--- src/rtl/mac_rx_frame_if.sv ---
// GMII receive, RX FIFO write and frame-ready handshake signals of the MAC RX framer.
// The master side drives GMII and fd; the slave side is the framer itself.
interface mac_rx_frame_if;
  logic        gmii_rxdv;
  logic [7:0]  gmii_rxd;
  logic        gmii_rxer;
  logic [7:0]  fifo_txd;
  logic        fifo_txen;
  logic        fifo_clr;
  logic [11:0] FIFO_NUM;
  logic        fs;
  logic        fd;
  logic        err;
  logic [15:0] drop_cnt;
  logic [2:0]  state_fm;

  modport master (
    output gmii_rxdv, gmii_rxd, gmii_rxer, fd,
    input  fifo_txd, fifo_txen, fifo_clr, FIFO_NUM, fs, err, drop_cnt, state_fm
  );

  modport slave (
    input  gmii_rxdv, gmii_rxd, gmii_rxer, fd,
    output fifo_txd, fifo_txen, fifo_clr, FIFO_NUM, fs, err, drop_cnt, state_fm
  );
endinterface

--- src/rtl/mac_rx_frame.sv ---
// GMII receive framer: strips preamble/SFD, filters DA, checks length and FCS,
// streams payload (FCS excluded) into the RX FIFO and hands good frames downstream.
module mac_rx_frame #(
  parameter logic [47:0] LOCAL_MAC = 48'h00_0A_35_01_FE_C0,
  parameter logic [2:0]  PRE_MIN   = 3'd6,
  parameter logic [11:0] MIN_LEN   = 12'd64,
  parameter logic [11:0] MAX_LEN   = 12'd1518
) (
  input  logic          clk,
  input  logic          rst,
  mac_rx_frame_if.slave bus
);

  typedef enum logic [2:0] {
    IDLE  = 3'd0,
    PREAM = 3'd1,
    DATA  = 3'd2,
    CHECK = 3'd3,
    READY = 3'd4,
    FLUSH = 3'd5,
    SKIP  = 3'd6
  } state_e;

  localparam logic [31:0] CRC_RESIDUE = 32'hDEBB20E3;

  state_e      state_q;
  logic [2:0]  pre_cnt_q;
  logic [11:0] byte_cnt_q;
  logic [31:0] crc_q;
  logic [31:0] dly_q;
  logic        uc_ok_q, bc_ok_q, rx_bad_q, len_bad_q;
  logic        rxdv_q;
  logic [7:0]  fifo_txd_q;
  logic        fifo_txen_q, fifo_clr_q, fs_q, err_q;
  logic [11:0] fifo_num_q;
  logic [15:0] drop_cnt_q;

  logic [31:0] crc_d;
  logic [11:0] byte_cnt_d;
  logic [15:0] drop_cnt_d;
  logic        len_over;
  logic [7:0]  mac_byte;
  logic        frame_good;

  function automatic logic [31:0] crc_byte(input logic [31:0] crc, input logic [7:0] d);
    logic [31:0] c;
    c = crc ^ {24'd0, d};
    for (int i = 0; i < 8; i++) begin
      c = c[0] ? ((c >> 1) ^ 32'hEDB88320) : (c >> 1);
    end
    return c;
  endfunction

  always_comb begin
    crc_d      = crc_byte(crc_q, bus.gmii_rxd);
    byte_cnt_d = (byte_cnt_q == 12'hFFF) ? byte_cnt_q : byte_cnt_q + 12'd1;
    drop_cnt_d = (drop_cnt_q == 16'hFFFF) ? drop_cnt_q : drop_cnt_q + 16'd1;
    len_over   = byte_cnt_d > MAX_LEN;
    frame_good = (uc_ok_q | bc_ok_q) & !rx_bad_q & !len_bad_q &
                 (byte_cnt_q >= MIN_LEN) & (crc_q == CRC_RESIDUE);
    case (byte_cnt_q[2:0])
      3'd0:    mac_byte = LOCAL_MAC[47:40];
      3'd1:    mac_byte = LOCAL_MAC[39:32];
      3'd2:    mac_byte = LOCAL_MAC[31:24];
      3'd3:    mac_byte = LOCAL_MAC[23:16];
      3'd4:    mac_byte = LOCAL_MAC[15:8];
      3'd5:    mac_byte = LOCAL_MAC[7:0];
      default: mac_byte = 8'h00;
    endcase
  end

  // NOTE: all state here uses non-blocking assignments so every branch sees the
  // pre-edge values; the pulse outputs default low and are re-asserted by the branch.
  always_ff @(posedge clk or negedge rst) begin
    if (!rst) begin
      state_q     <= IDLE;
      pre_cnt_q   <= 3'd0;
      byte_cnt_q  <= 12'd0;
      crc_q       <= 32'hFFFFFFFF;
      dly_q       <= 32'd0;
      uc_ok_q     <= 1'b0;
      bc_ok_q     <= 1'b0;
      rx_bad_q    <= 1'b0;
      len_bad_q   <= 1'b0;
      rxdv_q      <= 1'b0;
      fifo_txd_q  <= 8'd0;
      fifo_txen_q <= 1'b0;
      fifo_clr_q  <= 1'b0;
      fs_q        <= 1'b0;
      err_q       <= 1'b0;
      fifo_num_q  <= 12'd0;
      drop_cnt_q  <= 16'd0;
    end else begin
      rxdv_q      <= bus.gmii_rxdv;
      fifo_txen_q <= 1'b0;
      fifo_clr_q  <= 1'b0;
      err_q       <= 1'b0;
      case (state_q)
        IDLE: begin
          if (bus.gmii_rxdv) begin
            if (bus.gmii_rxd == 8'h55) begin
              state_q   <= PREAM;
              pre_cnt_q <= 3'd1;
            end else begin
              state_q <= SKIP;
            end
          end
        end
        PREAM: begin
          if (!bus.gmii_rxdv) begin
            state_q <= IDLE;
          end else if (bus.gmii_rxd == 8'h55) begin
            if (pre_cnt_q != 3'd7) pre_cnt_q <= pre_cnt_q + 3'd1;
          end else if (bus.gmii_rxd == 8'hD5 && pre_cnt_q >= PRE_MIN) begin
            state_q    <= DATA;
            crc_q      <= 32'hFFFFFFFF;
            byte_cnt_q <= 12'd0;
            dly_q      <= 32'd0;
            uc_ok_q    <= 1'b1;
            bc_ok_q    <= 1'b1;
            rx_bad_q   <= 1'b0;
            len_bad_q  <= 1'b0;
          end else begin
            state_q <= SKIP;
          end
        end
        DATA: begin
          if (!bus.gmii_rxdv) begin
            state_q <= CHECK;
          end else begin
            dly_q      <= {dly_q[23:0], bus.gmii_rxd};
            crc_q      <= crc_d;
            byte_cnt_q <= byte_cnt_d;
            if (byte_cnt_q < 12'd6) begin
              if (bus.gmii_rxd != mac_byte) uc_ok_q <= 1'b0;
              if (bus.gmii_rxd != 8'hFF)    bc_ok_q <= 1'b0;
            end
            if (bus.gmii_rxer) rx_bad_q <= 1'b1;
            // The 4-byte delay keeps the trailing FCS out of the FIFO.
            if (len_over) begin
              len_bad_q <= 1'b1;
            end else if (!len_bad_q && byte_cnt_q >= 12'd4) begin
              fifo_txd_q  <= dly_q[31:24];
              fifo_txen_q <= 1'b1;
            end
          end
        end
        CHECK: begin
          if (frame_good) begin
            state_q    <= READY;
            fs_q       <= 1'b1;
            fifo_num_q <= byte_cnt_q - 12'd4;
          end else begin
            state_q    <= FLUSH;
            fifo_clr_q <= 1'b1;
            err_q      <= 1'b1;
            drop_cnt_q <= drop_cnt_d;
          end
        end
        READY: begin
          if (bus.gmii_rxdv && !rxdv_q) drop_cnt_q <= drop_cnt_d;
          if (bus.fd)     fs_q    <= 1'b0;
          else if (!fs_q) state_q <= IDLE;
        end
        FLUSH: state_q <= IDLE;
        SKIP: begin
          if (!bus.gmii_rxdv) state_q <= IDLE;
        end
        default: state_q <= IDLE;
      endcase
    end
  end

  assign bus.fifo_txd  = fifo_txd_q;
  assign bus.fifo_txen = fifo_txen_q;
  assign bus.fifo_clr  = fifo_clr_q;
  assign bus.FIFO_NUM  = fifo_num_q;
  assign bus.fs        = fs_q;
  assign bus.err       = err_q;
  assign bus.drop_cnt  = drop_cnt_q;
  assign bus.state_fm  = state_q;

endmodule

--- src/flat_wrapper.sv ---
// flat-port wrapper written by rule: the top's interface ports become plain ports
module mac_rx_frame_flat 
#(
  parameter logic [47:0] LOCAL_MAC = 48'h00_0A_35_01_FE_C0,
  parameter logic [2:0]  PRE_MIN   = 3'd6,
  parameter logic [11:0] MIN_LEN   = 12'd64,
  parameter logic [11:0] MAX_LEN   = 12'd1518
)
  (clk, rst, bus_gmii_rxdv, bus_gmii_rxd, bus_gmii_rxer, bus_fd, bus_fifo_txd, bus_fifo_txen, bus_fifo_clr, bus_FIFO_NUM, bus_fs, bus_err, bus_drop_cnt, bus_state_fm);
  mac_rx_frame_if bus_i ();
  input  logic clk;
  input  logic rst;
  input wire logic [$bits(bus_i.gmii_rxdv)-1:0] bus_gmii_rxdv;
  input wire logic [$bits(bus_i.gmii_rxd)-1:0] bus_gmii_rxd;
  input wire logic [$bits(bus_i.gmii_rxer)-1:0] bus_gmii_rxer;
  input wire logic [$bits(bus_i.fd)-1:0] bus_fd;
  output wire logic [$bits(bus_i.fifo_txd)-1:0] bus_fifo_txd;
  output wire logic [$bits(bus_i.fifo_txen)-1:0] bus_fifo_txen;
  output wire logic [$bits(bus_i.fifo_clr)-1:0] bus_fifo_clr;
  output wire logic [$bits(bus_i.FIFO_NUM)-1:0] bus_FIFO_NUM;
  output wire logic [$bits(bus_i.fs)-1:0] bus_fs;
  output wire logic [$bits(bus_i.err)-1:0] bus_err;
  output wire logic [$bits(bus_i.drop_cnt)-1:0] bus_drop_cnt;
  output wire logic [$bits(bus_i.state_fm)-1:0] bus_state_fm;
  assign bus_i.gmii_rxdv = bus_gmii_rxdv;
  assign bus_i.gmii_rxd = bus_gmii_rxd;
  assign bus_i.gmii_rxer = bus_gmii_rxer;
  assign bus_i.fd = bus_fd;
  assign bus_fifo_txd = bus_i.fifo_txd;
  assign bus_fifo_txen = bus_i.fifo_txen;
  assign bus_fifo_clr = bus_i.fifo_clr;
  assign bus_FIFO_NUM = bus_i.FIFO_NUM;
  assign bus_fs = bus_i.fs;
  assign bus_err = bus_i.err;
  assign bus_drop_cnt = bus_i.drop_cnt;
  assign bus_state_fm = bus_i.state_fm;
  mac_rx_frame #(.LOCAL_MAC(LOCAL_MAC), .PRE_MIN(PRE_MIN), .MIN_LEN(MIN_LEN), .MAX_LEN(MAX_LEN)) u_core (.clk(clk), .rst(rst), .bus(bus_i));
endmodule
--- config.mk ---
export PLATFORM = sky130hd
export DESIGN_NAME = mac_rx_frame_flat
export DESIGN_NICKNAME = d
export VERILOG_FILES = /design/src/rtl/mac_rx_frame_if.sv /design/src/rtl/mac_rx_frame.sv /design/src/flat_wrapper.sv
export SDC_FILE = /design/constraint.sdc
export NUM_CORES = 1
export LEC_CHECK = 0
export ABC_AREA = 1
export BUFFER_PORTS_ARGS = -buffer_cell sky130_fd_sc_hd__buf_2
export CAP_MARGIN = 20
export CORE_ASPECT_RATIO = 2
export CORE_UTILIZATION = 50
export CTS_CLUSTER_SIZE = 20
export DETAILED_ROUTE_END_ITERATION = 8
export HOLD_SLACK_MARGIN = 0.15
export PLACE_DENSITY = 0.75
export SETUP_SLACK_MARGIN = 0.5
export SYNTH_ARGS = -nofsm -noshare
export SYNTH_HDL_FRONTEND = slang
export SYNTH_SLANG_ARGS = --single-unit
--- constraint.sdc ---
create_clock -name clk -period 2.8 [get_ports clk]
set_input_delay 0.7 -clock clk [delete_from_list [all_inputs] [get_ports clk]]
set_output_delay 0.7 -clock clk [all_outputs]
set_load 0.03 [all_outputs]
==> impl_metrics.ini <==
[die]
core_sq_um = 14000
fp.dieW_um = 87.1
initial_core_util = 0.516
ios = 56
row_count = 61
dieArea_sq_um = 15000
die_y_um = 172

[clock_tree]
htree_levels = 4
cts-root-buf = clkbuf_16
cts_hold_buffers = 0
cts.sinks = 126
numCtsBuffers = 17
clk_pin_slew_ns = 0.06
cts_tree = built
clock_latency_ns = 0.42
clk_path_buf_depth = 2

[finish]
fillers = 1303
diodes = 0
fin_nets = 957
area_growth_pct = 16.4
final_common_cell = nand2_1
seq_area_sq_um = 3200
layout-drive-gt1-share = 0.195
layout_common_cells = 194 x nand2_1, 116 x inv_1, 91 x dfrtp_1
final_util = 0.601
multi_input_area_sq_um = 3470

[synth]
async_flop_share = 1.00
syn_nets = 889
synth_top_family_by_area = simple AND/OR/NAND/NOR gates
yosysSeqAreaShare = 0.441
netlist_instances = 865
yosys_warnings = 0
synth.area.mux_share = 0.00138
synth_compound_gate_area_share = 0.115
synth_enable_flop_cells = 0
synthAdderAreaFrac = 0.0190
syn_avg_cell_area_sq_um = 8.38
yosys.area_share.simple = 0.216
synth-xor-area-share = 0.122
synth_area_sq_um = 7250
ys.flop_type = dfrtp_1
ys_types = 55
ys_ff_latch = 126

[global_route]
antenna_found_initial = 0
grt_pass1_wl_um = 29500
use_met1 = 0.272
globalRouteTotalUtil = 0.260
grt_use_met2 = 0.473
grt_max_degree = 68
grt_pass1_vias = 6053
overflow = 0
busiest_layer = met2
met3_usage = 0.0420

[power]
power.total_mw = 10.2
p_leak_nw = 4.16
sw_frac_of_total = 0.445
combPwrFrac = 0.490
clkPwrFrac = 0.201
p_switching_mw = 4.53
power.internal_mw = 5.65
powerDensity_nw_per_um2 = 1210
p_seq_frac = 0.309
ir_drop_uv = 692

[worst_setup_path]
start_kind = flop
critical_path_class = flop to flop
critical_path.max_stage_delay_ns = 0.60
critPathBufInv = 1
cp_data_arrival_time_ns = 2.50
end_kind = flop
path_cells = nand4_1 -> nor4_4 -> and2_1 -> nand3_2 -> buf_4 -> nand3_2 -> nor2_1 -> nand2_1 -> nand2_1
required_ns = 3.11
crit_slowest_cell = dfstp_2
crit_fanout = 34
crit_start = u_core.crc_q[5]$_DFFE_PN1P_
r2r_start = u_core.crc_q[5]$_DFFE_PN1P_
crit_family = simple AND/OR/NAND/NOR gates

[run_status]
outcome = finished clean

[route]
drc_errors = 0
wl_um = 18100
wl_per_cell_um = 15.9
num_vias = 6135
drtPass1Iterations = 6
ant_nets = 0
drt-vias-per-instance = 5.41
drt_iter0_markers = 381

[sta]
tightest_slew_ns = 0.495
period_minus_slack_ns = 2.19
setup_viol = 0
fin_crit_sh = 0.783
tns_ns = 0
skew_ns = 0.00758
finalHoldViolCount = 0
grt_setup_unrepaired = false
slew_headroom = 0.669
fmax_mhz = 456
timing.final.max_slew_violations = 0

[placement]
dp_hpwl_um = 13000
portBuffers = 55
place_congestion = 0.942

[run]
cap_violations = 0

[hold_path]
hold_class = input port to asynchronous set/reset pin
layer usage:
metal | up-vias | wire (um)
met4 | 0 | 989
li1 | 2946 | -
met1 | 2947 | 6700
met3 | 67 | 570
met2 | 175 | 9850
met5 | - | 0
layout make-up:
type | count | share of cell area
tap | 189 | 0.0280
inverter | 124 | 0.0552
multi-input combinational | 586 | 0.411
clock inverter | 5 | 0.00356
timing repair buffer | 78 | 0.0608
sequential | 126 | 0.379
clock buffer | 27 | 0.0620
sequential cells by signal, indices dropped and copies added (netlist names):
register              cells
u_core.crc_q             32
u_core.dly_q             32
u_core.bus.drop_cnt      16
u_core.bus.FIFO_NUM      12
u_core.byte_cnt_q        12
u_core.bus.fifo_txd       8
u_core.bus.state_fm       3
u_core.pre_cnt_q          3
u_core.bc_ok_q            1
u_core.bus.fifo_clr       1
u_core.bus.fifo_txen      1
u_core.bus.fs             1
u_core.len_bad_q          1
u_core.rx_bad_q           1
u_core.rxdv_q             1
u_core.uc_ok_q            1
worst reg2reg max path: cells and delay by family, from the launching register on:
family / cells / cell delay [ns]
and+or+nand+nor: 8 / 1.23
buffers and inverters: 1 / 0.26
DFF: 1 / 0.60
power by group through the flow:
stage	clock network, mW	logic (mW)	registers, mW
final	2.05	4.99	3.14
after global routing	2.14	5.51	3.20
after CTS	2.07	4.92	3.14
after detailed placement	0	4.85	3.15
after global placement	0	4.79	3.13
after floorplan	0	3.53	3.22
per-stage QoR:
| stage | cells | setup WS (ns) | cell area (sq um) | hold WS, ns |
|---|---|---|---|---|
| 2_1_floorplan | 865 | 0.790 | 7250 | 0.404 |
| 4_1_cts | 1130 | 0.514 | 8360 | 0.231 |
| 3_5_place_dp | 1096 | 0.284 | 7760 | 0.458 |
| 5_1_grt | 1135 | 0.515 | 8430 | 0.245 |
| 6_report | 1135 | 0.608 | 8430 | 0.211 |
| 3_3_place_gp | 1096 | 0.292 | 7760 | 0.452 |
logic make-up (layout without fill, tap and decap cells):
| logic type | count (synthesis) | count (layout) |
|---|---|---|
| buf+inv | 153 | 234 |
| simple gates | 350 | 350 |
| xor+xnor | 87 | 87 |
| compound gates | 137 | 137 |
| mux | 1 | 1 |
| fa+ha+maj | 11 | 11 |
| flops | 126 | 126 |
final timing paths:
kind | to | cells after the start | slack [ns]
max in group asynchronous | u_core.crc_q[10]$_DFFE_PN1P_ | 2 | 1.87
setup reg to reg | u_core.bus.drop_cnt[5]$_DFFE_PN0P_ | 9 | 0.61
setup / recovery | u_core.bus.drop_cnt[5]$_DFFE_PN0P_ | 9 | 0.61
min in group clk | u_core.rxdv_q$_DFF_PN0_ | 1 | 0.47
hold reg to reg | u_core.bus.fifo_txd[1]$_DFFE_PN0P_ | 2 | 0.47
hold / removal | u_core.bus.drop_cnt[1]$_DFFE_PN0P_ | 1 | 0.21
synthesized netlist by cell type (2+ instances only):
cell / count / area share
nand2_1: 197 / 0.10
inv_1: 116 / 0.060
dfrtp_1: 94 / 0.32
xor2_1: 59 / 0.071
nor2_1: 53 / 0.027
o21ai_0: 45 / 0.031
nand3_1: 40 / 0.028
o22ai_1: 39 / 0.034
dfstp_2: 32 / 0.12
nand4_1: 21 / 0.018
xnor2_1: 18 / 0.022
a21oi_1: 17 / 0.012
nor3_1: 15 / 0.010
buf_2: 11 / 0.0076
ha_1: 11 / 0.019
clkbuf_1: 9 / 0.0047
o211ai_1: 8 / 0.0083
buf_4: 7 / 0.0073
o21ai_1: 7 / 0.0048
inv_2: 6 / 0.0031
nand2_2: 6 / 0.0052
a22oi_1: 5 / 0.0052
xnor2_2: 4 / 0.0090
a31oi_1: 3 / 0.0026
nand3_2: 3 / 0.0041
nor4_1: 3 / 0.0026
a32oi_1: 2 / 0.0024
clkinv_1: 2 / 0.0010
nand2_4: 2 / 0.0031
o31ai_1: 2 / 0.0021
xnor2_4: 2 / 0.0076
xor2_2: 2 / 0.0045
xor2_4: 2 / 0.0076
repair_timing:
item | in CTS | in global routing
resized for setup | 8 | 3
setup endpoints to repair | 18 | 12
setup buffers | 2 | 5
(Power assumes the default switching activity.)
